--- src/rtl/p_pkg.sv ---
// Shared PRESENT-80 definitions: widths, 4-bit S-box table and lookup,
// and the 64-bit pLayer bit permutation.
package p_pkg;

   localparam int STATE_W = 64;
   localparam int KEY_W   = 80;
   localparam int RC_W    = 5;

   localparam logic [3:0] SBOX_T [16] = '{
      4'hC, 4'h5, 4'h6, 4'hB, 4'h9, 4'h0, 4'hA, 4'hD,
      4'h3, 4'hE, 4'hF, 4'h8, 4'h4, 4'h7, 4'h1, 4'h2
   };

   function automatic logic [3:0] sbox(input logic [3:0] x);
      return SBOX_T[x];
   endfunction

   // Bit b of nibble n lands at 16*b + n; this is (16*j) mod 63 with 63 fixed.
   function automatic logic [STATE_W-1:0] player(
      input logic [STATE_W-1:0] x
   );
      logic [STATE_W-1:0] y;
      y = '0;
      for (int n = 0; n < 16; n++) begin
         for (int b = 0; b < 4; b++) begin
            y[16*b+n] = x[4*n+b];
         end
      end
      return y;
   endfunction

endpackage

--- src/rtl/p_sbox4.sv ---
// Combinational PRESENT 4-bit S-box.
// Ports: x (4-bit in), y (4-bit substituted out).
module p_sbox4
   import p_pkg::*;
(
   input  logic [3:0] x,
   output logic [3:0] y
);

   assign y = sbox(x);

endmodule

--- src/rtl/p_round.sv ---
// One registered PRESENT-80 round: addRoundKey, S-box layer, pLayer and
// one key-schedule step. Ports: clk, rst_n (async, active low), state[64],
// keys[80], round_counter[5] in; res[64], r_keys[80] registered out.
// Macro P_ROUND_VALID_EN adds in_valid/out_valid and a load enable.
module p_round
   import p_pkg::*;
(
   input  logic               clk,
   input  logic               rst_n,
   input  logic [STATE_W-1:0] state,
   input  logic [KEY_W-1:0]   keys,
   input  logic [RC_W-1:0]    round_counter,
`ifdef P_ROUND_VALID_EN
   input  logic               in_valid,
   output logic               out_valid,
`endif
   output logic [STATE_W-1:0] res,
   output logic [KEY_W-1:0]   r_keys
);

   logic [STATE_W-1:0] t;
   logic [STATE_W-1:0] s_out;
   logic [STATE_W-1:0] res_d, res_q;
   logic [KEY_W-1:0]   k_rot;
   logic [3:0]         k_top;
   logic [KEY_W-1:0]   key_d, key_q;
   logic               load;

   assign t = state ^ keys[KEY_W-1:16];

   for (genvar n = 0; n < 16; n++) begin : g_sbox
      p_sbox4 u_sbox (
         .x (t[4*n+3:4*n]),
         .y (s_out[4*n+3:4*n])
      );
   end

   assign res_d = player(s_out);

   assign k_rot = {keys[18:0], keys[79:19]};

   p_sbox4 u_ksbox (
      .x (k_rot[79:76]),
      .y (k_top)
   );

   assign key_d = {k_top,
                   k_rot[75:20],
                   k_rot[19:15] ^ round_counter,
                   k_rot[14:0]};

`ifdef P_ROUND_VALID_EN
   logic ov_q;

   assign load = in_valid;

   always_ff @(posedge clk or negedge rst_n) begin
      if (!rst_n) begin
         ov_q <= 1'b0;
      end else begin
         ov_q <= in_valid;
      end
   end

   assign out_valid = ov_q;
`else
   assign load = 1'b1;
`endif

   always_ff @(posedge clk or negedge rst_n) begin
      if (!rst_n) begin
         res_q <= '0;
         key_q <= '0;
      end else if (load) begin
         res_q <= res_d;
         key_q <= key_d;
      end
   end

   assign res    = res_q;
   assign r_keys = key_q;

endmodule

--- config.mk ---
export PLATFORM = sky130hd
export DESIGN_NAME = p_round
export DESIGN_NICKNAME = d
export VERILOG_FILES = /design/src/rtl/p_pkg.sv /design/src/rtl/p_sbox4.sv /design/src/rtl/p_round.sv
export SDC_FILE = /design/constraint.sdc
export NUM_CORES = 1
export LEC_CHECK = 0
export CORE_AREA = 2 2 129 131
export CTS_CLUSTER_SIZE = 40
export DETAILED_ROUTE_END_ITERATION = 10
export DIE_AREA = 0 0 131 133
export PLACE_DENSITY = 0.86
export RECOVER_POWER = 25
export SLEW_MARGIN = 20
export SYNTH_ARGS = -nofsm -noshare
export SYNTH_HDL_FRONTEND = slang
export SYNTH_HIERARCHICAL = 1
export SYNTH_SLANG_ARGS = --single-unit
--- constraint.sdc ---
create_clock -name clk -period 1.3 [get_ports clk]
set_clock_uncertainty 0.2 [all_clocks]
set_input_delay 0.39 -clock clk [delete_from_list [all_inputs] [get_ports clk]]
set_output_delay 0.39 -clock clk [all_outputs]
set_load 0.1 [all_outputs]
==> results of run 1 <==
## synth_stat cells, drive strengths merged
master,number
dfrtp,144
ha,85
xor2,69
inv,51
mux4,34
buf,17
mux2i,17
nor3b,17
o21a,17
o21ai,17
o21bai,17
o2bb2ai,17
xnor2,17
## cells by family after synthesis
kind of cell | count (synthesis) | share of synthesized area
mux | 51 | 0.127
flops | 144 | 0.490
compound gates | 68 | 0.0665
xor+xnor | 86 | 0.102
simple gates | 17 | 0.0173
buf+inv | 68 | 0.0520
fa+ha+maj | 85 | 0.145
## through the flow
step	utilization	setup slack, ns
detailed placement	0.854	-1.06
global placement	0.854	-0.996
floorplan	-	-0.361
==> results.cfg, run 1 <==
[status]
outcome = did not finish
failing_step = clock tree synthesis (4_1_cts)
error = [ERROR DPL-0033] detailed placement checks failed during check placement.

[cts]
numCtsBuffers = 17
cts.htree.levels = 4
post_cts_buffers = 40
root_buffer = clkbuf_16
cts.sinks = 144
ctsHoldBuffers = 33
clockBufferDepth = 2
cts_resized = 651

[floorplan]
pin_count = 295
die_width_um = 131
die_h_um = 133
start_util = 0.455
rows = 47

[synthesis]
synth.avg_cell_area_um2 = 14.2
ys_seq_area_frac = 0.490
synth_cell_types = 13
syn_inst = 519
yosys.area.top_type = dfrtp_1
synth_area_um2 = 7360
ys_warn_count = 6
synth-seq-cells = 144
synth.area.top_cells = dfrtp_1 49%, ha_1 14%, mux4_2 10%
synth.top_cell.area_share = 0.490
synth.net_count = 755

[placed_design]
gp_congestion = 0.803
placed_area_um2 = 13800
placedCellCount = 1135
io_buffers = 294
hpwlAfterDp_mm = 19.3
==> run 2, diff against run 1 <==
Settings changed: CORE_AREA 2 2 129 131 to 2 2 139 141, CTS_CLUSTER_SIZE 40 to default, DIE_AREA 0 0 131 133 to 0 0 141 143, PLACE_DENSITY 0.86 to default, PLACE_DENSITY_LB_ADDON from default to 0.15.
==> results.cfg, run 2 <==
[status]
outcome = complete, but fails checks
violations = negative setup slack

[worst_setup_path]
cpPeakStageDelay_ns = 0.43
critPathLaunchType = flop
cp_slowest_cell = dfrtp_2
cpLargestDelayFamily = flip-flops
cp_cell_sequence = buf_12
path_buf_inv = 1
cp_max_fo = 1
worstPathRequired_ns = 0.71
arrival_ns = 1.03
crit_type = reg -> out
crit_path_end_kind = output pin

[route]
drc = 0
wl_mm = 26.5
wl_per_cell_um = 21.0
vias = 6137
ant_nets = 0
drt-initial-drc-count = 253
first_pass_iters = 4
vias_per_cell = 4.86

[floorplan]
fp.dieArea_um2 = 20200
pin_count = 295
core_area_um2 = 18600
start_util = 0.396
rows = 50
die_h_um = 143
die_width_um = 141

[cells_and_area]
final_cell_mix = 149 x buf_12, 128 x dfrtp_2, 111 x buf_4, 70 x buf_6, 53 x dlygate4sd3_1
largest_reg_flops = 80
syn_to_final_growth_pct = 119
drive_above_1_share = 0.746
final_common_cell = buf_12
nets = 1250

[synthesis]
synth.avg_cell_area_um2 = 14.2
synth.area.top_cells = dfrtp_1 49%, ha_1 14%, mux4_2 10%
ys_seq_area_frac = 0.490
synth.top_cell.area_share = 0.490
synth_cell_types = 13
synth.net_count = 755
synth_ff_type = dfrtp_1
synth_edf_count = 0
yosys.area.top_type = dfrtp_1
synth-seq-cells = 144
ys_warn_count = 6
synth_area_um2 = 7360
syn_inst = 519
yosys.cell_count.top_type = dfrtp_1
synth_commonest_cells = 144 x dfrtp_1, 85 x ha_1, 69 x xor2_1, 51 x inv_1, 34 x mux4_2
async_reset_ff_frac = 1.00

[timing]
fmax_mhz = 617
worstMarginPinSlew_ns = 0.675
relSlewSlack = 0.550
holdWs_ns = 0.0264
final-hold-violation-count = 0
setup_violations = 329
finalMaxSlewViolations = 0
min_period_ns = 1.62
tns_ns = -54.40
layout_setup_ws_ns = -0.322
rsz0062_at_grt = true
finalCritPeriodShare = 1.25

[power]
irDropWorstVdd_mv = 0.968
p_leak_nw = 6.97
power_density_nw_per_um2 = 1410

[cts]
cts.sinks = 144
cts_tree = yes
clockBufferDepth = 2
cts.htree.levels = 4
numCtsBuffers = 17
root_buffer = clkbuf_16
clk_pin_slew_ns = 0.07

[placed_design]
io_buffers = 294
hpwlAfterDp_mm = 17.2
gp_congestion = 0.828

[global_routing]
grt_max_degree = 33
grt_antenna_before_repair = 5
grt_usage = 0.256
grt_pass1_vias = 7080
grt_pass1_wl_mm = 38.9
overflow = 0

[hold_path]
min_path_type = in -> reg

[job]
drv_cap = 0
run 2: cell counts after synthesis:
No cell type changed its count.
run 2: path summary, 6_finish.rpt:
path | start | endpoint | slack, ns | cells past startpoint
min in group asynchronous | rst_n | r_keys[74]$_DFF_PN0_ | 0.33 | 2
hold / removal | keys[38] | r_keys[19]$_DFF_PN0_ | 0.03 | 2
max in group asynchronous | rst_n | res[29]$_DFF_PN0_ | -0.08 | 3
setup / recovery | r_keys[2]$_DFF_PN0_ | r_keys[2] | -0.32 | 1
run 2: cell families after synthesis:
kind of cell               share of synthesized area
xor gates and xnor gates                       0.102
and+or+nand+nor                               0.0173
AOI/OAI and AO/OA                             0.0665
buffers and inverters                         0.0520
muxes                                          0.127
adders and majority gates                      0.145
DFF                                            0.490
run 2: power by group:
| group | internal (mW) | leakage, nW | switching (mW) |
|---|---|---|---|
| Combinational | 4.97 | 5.12 | 6.87 |
| Sequential | 5.16 | 1.55 | 0.526 |
| Clock | 3.16 | 0.298 | 2.09 |
| Total | 13.3 | 6.97 | 9.49 |
run 2: final cells by class:
| class | instances | area, µm² |
|---|---|---|
| inverters | 51 | 216 |
| clock buffers | 19 | 453 |
| well taps | 234 | 293 |
| fillers | 780 | 2440 |
| diodes | 3 | 7.51 |
| multi-input cells | 307 | 4950 |
| clock inverters | 13 | 174 |
| flip-flops and latches | 144 | 3760 |
| repair buffers | 493 | 6280 |
run 2: metal layers:
metal,up-vias,share of wire,GRT usage
li1,2723,-,-
met1,3143,0.32,0.248
met2,228,0.60,0.522
met3,39,0.058,0.0724
met4,4,0.020,0.0737
met5,-,0.0011,0
run 2: through the flow:
stage                util  setup WS, ns  area [µm²]  cells  power [mW]
floorplan               -        -0.361        8380    519        11.8
global placement    0.747        -0.988       13900   1156        16.2
detailed placement  0.747         -1.05       13900   1156        16.4
CTS                 0.843        -0.329       15700   1252        22.3
global route        0.868        -0.346       16100   1263        23.5
finish              0.869        -0.322       16100   1264        22.8
run 2: what timing repair did:
item | CTS | global route
pin swaps | 97 | 71
gates resized for setup | 582 | 125
setup endpoints to repair | 212 | 209
hold endpoints to repair | 173 | 5
setup buffers | 34 | 4
hold buffers | 30 | 5
(Power assumes the default switching activity.)
